**src/rtl/sprite_pkg.sv**
```systemverilog
`default_nettype none
// ============================================================================
//  Module      : sprite_pkg
//  Description : Shared types and constants for the sprite layer mapper:
//                per-layer configuration struct, datapath widths and the
//                base/size table of the sprites stored in ROM.
//  Revision    : 1.0 - initial release
// ============================================================================
package sprite_pkg;

    localparam int c_coord_w = 10;
    localparam int c_addr_w  = 18;
    localparam int c_idx_w   = 4;
    localparam int c_frame_w = 4;
    localparam int c_layer_w = 3;

    // Colour index that lets lower layers show through
    localparam logic [c_idx_w-1:0] c_transparent_idx = '0;

    // Sprite sheet locations in ROM (frames stored back to back)
    localparam int c_runner3_base = 0;
    localparam int c_runner3_w    = 88;
    localparam int c_runner3_h    = 94;
    localparam int c_runner4_base = 8272;
    localparam int c_runner4_w    = 88;
    localparam int c_runner4_h    = 94;
    localparam int c_cloud_base   = 16544;
    localparam int c_cloud_w      = 92;
    localparam int c_cloud_h      = 27;
    localparam int c_trex_base    = 207867;
    localparam int c_trex_w       = 88;
    localparam int c_trex_h       = 94;

    typedef struct packed {
        logic [c_coord_w-1:0] x;
        logic [c_coord_w-1:0] y;
        logic [c_coord_w-1:0] w;
        logic [c_coord_w-1:0] h;
        logic [c_addr_w-1:0]  base;
        logic [c_frame_w-1:0] num_frames;
        logic                 enable;
        logic                 flip;
    } layer_cfg_t;

    // Number of ROM words occupied by one animation frame
    function automatic int sprite_frame_size(input int w, input int h);
        return w * h;
    endfunction

endpackage
`default_nettype wire

```
**src/rtl/sprite_anim_ctr.sv**
```systemverilog
`default_nettype none
// ============================================================================
//  Module      : sprite_anim_ctr
//  Description : Per-layer animation counter. Divides frame_tick by ANIM_DIV
//                and steps frame_idx through 0..num_frames-1 (0 frames means
//                a static sprite). A shrunk num_frames resets the index on
//                the next step.
//  Revision    : 1.0 - initial release
// ============================================================================
module sprite_anim_ctr
    import sprite_pkg::*;
#(
    parameter int ANIM_DIV = 5
) (
    input  logic                 clk,
    input  logic                 rst,
    input  logic                 frame_tick,
    input  logic [c_frame_w-1:0] num_frames,
    output logic [c_frame_w-1:0] frame_idx
);

    localparam int DIV_W = (ANIM_DIV > 1) ? $clog2(ANIM_DIV) : 1;
    localparam logic [DIV_W-1:0] C_DIV_LAST = DIV_W'(ANIM_DIV - 1);

    logic [DIV_W-1:0]     r_div;
    logic [c_frame_w-1:0] r_frame_idx;
    logic [c_frame_w-1:0] w_last_frame;

    assign w_last_frame = (num_frames == '0) ? '0 : num_frames - 1'b1;
    assign frame_idx    = r_frame_idx;

    // Tick divider and frame index advance; reset overrides a concurrent tick
    always_ff @(posedge clk) begin
        if (rst) begin
            r_div       <= '0;
            r_frame_idx <= '0;
        end else if (frame_tick) begin
            if (r_div == C_DIV_LAST) begin
                r_div       <= '0;
                r_frame_idx <= (r_frame_idx >= w_last_frame) ? '0 : r_frame_idx + 1'b1;
            end else begin
                r_div <= r_div + 1'b1;
            end
        end
    end

endmodule
`default_nettype wire

```
**src/rtl/sprite_layer_mapper.sv**
```systemverilog
`default_nettype none
// ============================================================================
//  Module      : sprite_layer_mapper
//  Description : Composites NUM_LAYERS animated rectangular sprites over the
//                raster. S0 registers per-layer hit and ROM address, S1 is the
//                ROM read, S2 registers the highest-priority opaque pixel.
//                DrawX/DrawY to pix_* latency is 3 clocks.
//                Optional macro SPRITE_MIRROR_EN enables horizontal flip.
//  Revision    : 1.0 - initial release
// ============================================================================
module sprite_layer_mapper
    import sprite_pkg::*;
#(
    parameter int NUM_LAYERS      = 4,
    parameter int COORD_W         = c_coord_w,
    parameter int ADDR_W          = c_addr_w,
    parameter int IDX_W           = c_idx_w,
    parameter int ANIM_DIV        = 5,
    parameter int TRANSPARENT_IDX = 0
) (
    input  logic                                Clk,
    input  logic                                Reset,
    input  logic                                frame_tick,
    input  logic [COORD_W-1:0]                  DrawX,
    input  logic [COORD_W-1:0]                  DrawY,
    input  layer_cfg_t [NUM_LAYERS-1:0]         layer_cfg,
    output logic [NUM_LAYERS-1:0][ADDR_W-1:0]   rom_addr,
    input  logic [NUM_LAYERS-1:0][IDX_W-1:0]    rom_data,
    output logic [IDX_W-1:0]                    pix_idx,
    output logic                                pix_hit,
    output logic [c_layer_w-1:0]                pix_layer,
    output logic [COORD_W-1:0]                  pix_x,
    output logic [COORD_W-1:0]                  pix_y
);

    logic [NUM_LAYERS-1:0][c_frame_w-1:0] w_frame_idx;
    logic [NUM_LAYERS-1:0]                w_hit;
    logic [NUM_LAYERS-1:0][ADDR_W-1:0]    w_addr;

    logic [NUM_LAYERS-1:0]                r_hit0;
    logic [NUM_LAYERS-1:0]                r_hit1;
    logic [NUM_LAYERS-1:0][ADDR_W-1:0]    r_addr;
    logic [COORD_W-1:0]                   r_x0, r_x1, r_y0, r_y1;

    logic                                 w_win_hit;
    logic [IDX_W-1:0]                     w_win_idx;
    logic [c_layer_w-1:0]                 w_win_layer;

    assign rom_addr = r_addr;

    for (genvar i = 0; i < NUM_LAYERS; i++) begin : g_layer
        logic [COORD_W-1:0] w_dx, w_dy, w_col;
        logic [COORD_W:0]   w_x_end, w_y_end;
        logic [ADDR_W-1:0]  w_sum;

        sprite_anim_ctr #(
            .ANIM_DIV   (ANIM_DIV)
        ) u_anim (
            .clk        (Clk),
            .rst        (Reset),
            .frame_tick (frame_tick),
            .num_frames (layer_cfg[i].num_frames),
            .frame_idx  (w_frame_idx[i])
        );

        // Bounds at one extra bit so a sprite near the right edge cannot wrap
        assign w_x_end = {1'b0, layer_cfg[i].x} + {1'b0, layer_cfg[i].w};
        assign w_y_end = {1'b0, layer_cfg[i].y} + {1'b0, layer_cfg[i].h};
        assign w_dx    = DrawX - layer_cfg[i].x;
        assign w_dy    = DrawY - layer_cfg[i].y;

`ifdef SPRITE_MIRROR_EN
        assign w_col = layer_cfg[i].flip ? (layer_cfg[i].w - 1'b1 - w_dx) : w_dx;
`else
        // Mirroring not built in: flip has no effect on the column
        assign w_col = layer_cfg[i].flip ? w_dx : w_dx;
`endif

        assign w_hit[i] = layer_cfg[i].enable
                        && (layer_cfg[i].w != '0) && (layer_cfg[i].h != '0)
                        && (DrawX >= layer_cfg[i].x) && ({1'b0, DrawX} < w_x_end)
                        && (DrawY >= layer_cfg[i].y) && ({1'b0, DrawY} < w_y_end);

        assign w_sum = ADDR_W'(32'(layer_cfg[i].base)
                     + 32'(w_frame_idx[i]) * (32'(layer_cfg[i].w) * 32'(layer_cfg[i].h))
                     + 32'(w_dy) * 32'(layer_cfg[i].w)
                     + 32'(w_col));

        assign w_addr[i] = w_hit[i] ? w_sum : '0;
    end

    // Priority pick: scan top-down from the last layer so layer 0 wins last
    always_comb begin
        w_win_hit   = 1'b0;
        w_win_idx   = '0;
        w_win_layer = '0;
        for (int i = NUM_LAYERS - 1; i >= 0; i--) begin
            if (r_hit1[i] && (rom_data[i] != IDX_W'(TRANSPARENT_IDX))) begin
                w_win_hit   = 1'b1;
                w_win_idx   = rom_data[i];
                w_win_layer = c_layer_w'(i);
            end
        end
    end

    // Three-stage pipeline: S0 address/hit, S1 ROM wait, S2 result
    always_ff @(posedge Clk) begin
        if (Reset) begin
            r_hit0    <= '0;
            r_hit1    <= '0;
            r_addr    <= '0;
            r_x0      <= '0;
            r_x1      <= '0;
            r_y0      <= '0;
            r_y1      <= '0;
            pix_hit   <= 1'b0;
            pix_idx   <= '0;
            pix_layer <= '0;
            pix_x     <= '0;
            pix_y     <= '0;
        end else begin
            r_hit0    <= w_hit;
            r_addr    <= w_addr;
            r_hit1    <= r_hit0;
            r_x0      <= DrawX;
            r_x1      <= r_x0;
            r_y0      <= DrawY;
            r_y1      <= r_y0;
            pix_hit   <= w_win_hit;
            pix_idx   <= w_win_idx;
            pix_layer <= w_win_layer;
            pix_x     <= r_x1;
            pix_y     <= r_y1;
        end
    end

endmodule
`default_nettype wire

```
**config.mk**
```make
export PLATFORM = sky130hd
export DESIGN_NAME = sprite_layer_mapper
export DESIGN_NICKNAME = d
export VERILOG_FILES = /design/src/rtl/sprite_pkg.sv /design/src/rtl/sprite_anim_ctr.sv /design/src/rtl/sprite_layer_mapper.sv
export SDC_FILE = /design/constraint.sdc
export NUM_CORES = 2
export LEC_CHECK = 0
export ABC_AREA = 0
export CORE_MARGIN = 8
export CORE_UTILIZATION = 44
export CTS_CLUSTER_SIZE = 14
export DETAILED_ROUTE_END_ITERATION = 8
export PLACE_DENSITY = 0.71
export SKIP_CTS_REPAIR_TIMING = 1
export SYNTH_ARGS = -nofsm -noshare
export SYNTH_HDL_FRONTEND = slang
export SYNTH_SLANG_ARGS = --single-unit
export TNS_END_PERCENT = 30
```
**constraint.sdc**
```tcl
create_clock -name Clk -period 14.39 [get_ports Clk]
set_input_delay 2.878 -clock Clk [delete_from_list [all_inputs] [get_ports Clk]]
set_output_delay 2.878 -clock Clk [all_outputs]
set_load 0.01 [all_outputs]
```
==> results.json <==
{
  "outcome": "finished clean",
  "async_reset_ff_share_pct": 0,
  "syn_inst": 5553,
  "drt-total-wl_mm": 143,
  "die_x_um": 349,
  "ys_ff_latch": 175,
  "yosysTopAreaCell": "fa_1",
  "cts_made_buffers": 17,
  "period_share_pct": 91.6,
  "max-slew-margin-rel_pct": 25.1,
  "synthDistinctLibCells": 84,
  "tightest_slew_ns": 1.12,
  "synth_top_area_share_pct": 34.6,
  "clkTransAtPathRegs_ns": 0.07,
  "drv_cap": 0,
  "grt_pass1_wl_mm": 225,
  "drt_iter0_drc": 2384,
  "grt_max_degree": 70,
  "syn_to_final_growth_pct": 13.3,
  "p_leak_uw": 0.0270,
  "clk_latency_ns": 0.52,
  "period_minus_slack_ns": 13.19,
  "tritoncts": "done",
  "wl_per_cell_um": 19.3,
  "post_synth_and_or_nand_nor_area_fraction_pct": 18.4,
  "placed_cells": 7355,
  "synthTopCellsByArea": "fa_1 35%, ha_1 17%, inv_1 8.0%, dfxtp_1 7.2%, and2_1 6.6%",
  "core_sq_um": 110000,
  "slew_viol_final": 0,
  "ctsLongestPathBuffers": 2,
  "io_pins": 395,
  "crit_fanout": 13,
  "grt_pass1_vias": 40754,
  "synth_compound_area_share_pct": 8.32,
  "path_common_cell": "fa_1",
  "viasPerCell": 5.25,
  "firstDrtPassIters": 6,
  "rsz0062_at_grt": "false",
  "grt-ovfl-total": 0,
  "intPower_uw": 5970,
  "power_density_nw_per_um2": 231,
  "start_util_pct": 44.2,
  "cp-start-kind": "primary input",
  "portBuffers": 389,
  "p_comb_share_pct": 91.7,
  "synth-edff-count": 0,
  "syn_avg_cell_area_sq_um": 8.79,
  "ant_nets": 0,
  "synth_ff_type": "dfxtp_1",
  "fin_cells": 7396,
  "required_ns": 14.83,
  "p_sw_uw": 6770,
  "synth.mux.area_fraction_pct": 0.190,
  "drcViolationCount": 0,
  "synth_top_family_by_area": "adder cells",
  "synth_xor_xnor_area_share_pct": 5.04,
  "finalSetupTns_ns": 0,
  "synthAdderAreaFrac_pct": 51.4,
  "setup_violations": 0,
  "cp-end-kind": "flop",
  "rows": 122,
  "via_count": 38848,
  "ctsRootBufferMaster": "clkbuf_16",
  "antenna_found_initial": 23,
  "crit_slowest_cell": "clkdlybuf4s50_1",
  "seq_area_frac_synth_pct": 7.18,
  "pwr-share-seq_pct": 4.3,
  "final_nets": 7681,
  "fmax_mhz": 75.8,
  "crit_arrival_ns": 13.62,
  "switching_share_pct": 53.1,
  "clkSinkCount": 175,
  "die_h_um": 349,
  "clock_power_share_pct": 4.0,
  "max_stage_delay_ns": 0.91,
  "synth_warnings": 0,
  "place_hpwl_mm": 119,
  "syn_nets": 7348,
  "syn-cell-area_sq_um": 48800,
  "track_usage_pct": 23.5,
  "worst_clock_skew_ns": 0.0326,
  "die-area_sq_um": 122000,
  "h-tree-depth": 4,
  "worst-setup-path-type": "in2reg",
  "gp_congestion": 0.961,
  "irDropWorstVdd_mv": 0.431,
  "finalHoldViolCount": 0,
  "drive_above_1_share_pct": 2.95,
  "hold_path.class": "reg2reg"
}
## sequential cells by signal (all words and copies together), names as in the netlist, 10 cells and up
signal	flops
r_x1	10
r_y0	10
r_x0	10
pix_y	10
r_y1	10
rom_addr	72
pix_x	10
g_layer.u_anim.r_div	12
g_layer.u_anim.frame_idx	16
## cell type report
| type | count | area, sq um |
|---|---|---|
| Clock inverter | 13 | 165 |
| Antenna cell | 9 | 22.5 |
| Clock buffer | 19 | 453 |
| Fill cell | 10287 | 55100 |
| Multi-Input combinational cell | 4160 | 40700 |
| Tap cell | 1488 | 1860 |
| Inverter | 1040 | 3900 |
| Timing Repair Buffer | 492 | 4660 |
| Sequential cell | 175 | 3500 |
## power groups by stage
stage	sequential (uW)	clock (uW)	combinational, uW
after floorplan	577	0	8970
after global placement	559	0	11300
after detailed placement	559	0	11600
after CTS	548	538	11700
after global routing	552	553	13300
final	548	515	11700
## worst paths after layout
kind | slack [ns] | startpoint | end | cells after the start
max | 1.20 | layer_cfg[153] | rom_addr[53] | 32
min reg2reg | 0.44 | r_y1[6] | pix_y[6] | 1
min | 0.44 | r_y1[6] | pix_y[6] | 1
max reg2reg | 7.68 | g_layer[2].u_anim.frame_idx[1] | rom_addr[53] | 21
## cells in the mapped netlist (all sizes together) (10+ instances only)
library cell,instances
inv,1040
fa,844
ha,656
nand2,581
and2,513
a21oi,208
xnor2,191
dfxtp,175
clkbuf,172
nor2,166
nor2b,138
o21ai,126
a21o,80
nand2b,74
xor2,74
nor3,67
nand3,64
o21a,60
and3,33
o21bai,25
nor4,23
or3,19
a211oi,17
a31oi,14
or2,14
o2111ai,13
nor3b,12
nand4,11
o211ai,10
o31ai,10
## metal layers
metal  vias to the layer above  routed length, um  track usage, %
met5                         -                 69               0
met4                        10               6100            9.05
li1                      18020                  -               -
met2                      1335              65400            38.2
met1                     19215              60000            30.7
met3                       268              11300            5.06
## cell families after synthesis
group,count (synthesis)
AOI/OAI and AO/OA,631
xor gates and xnor gates,271
adders and majority gates,1500
buffers and inverters,1218
DFF,175
muxes,9
other,1
and+or+nand+nor,1748
## metrics by stage
stage | hold WS, ns | util (%) | instance area [sq um] | setup slack (ns) | total power [uW]
after floorplan | 0.414 | - | 48800 | 2.28 | 9550
after global placement | 0.416 | 49.5 | 54600 | 0.898 | 11900
after detailed placement | 0.420 | 49.5 | 54600 | 0.822 | 12200
after CTS | 0.437 | 50.1 | 55300 | 1.35 | 12800
after global routing | 0.454 | 50.1 | 55300 | 0.841 | 14400
final | 0.437 | 50.1 | 55300 | 1.20 | 12700
## placed cells by master, fill, tap and decap left out, types with 8 or more instances in the layout
cell             netlist  routed
a2111oi_0              8       8
a211oi_1              15      15
a21o_1                80      80
a21oi_1              206     206
a31oi_1               13      13
and2_1               513     513
and3_1                32      32
buf_4                  1     104
clkbuf_16              0      17
clkdlybuf4s50_1        0     387
dfxtp_1              175     175
diode_2                0       9
fa_1                 844     844
ha_1                 656     656
inv_1               1040    1040
nand2_1              581     581
nand2b_1              74      74
nand3_1               62      62
nand4_1               11      11
nor2_1               166     166
nor2b_1              138     138
nor3_1                67      67
nor3b_1               12      12
nor4_1                23      23
o2111ai_1             12      12
o211ai_1              10      10
o21a_1                60      60
o21ai_0              122     122
o21bai_1              25      25
o31ai_1               10      10
or2_2                 13      13
or3_1                 19      19
or4_1                  9       9
xnor2_1              191     191
xor2_1                74      74
## worst max-delay path, delay by kind of cell
family          cells  cell delay, ns
fa+ha+maj          13            6.12
buf+inv             3            0.99
simple gates        6            1.46
compound gates      7            1.53
xor+xnor            3            0.64
(Power assumes the default switching activity.)
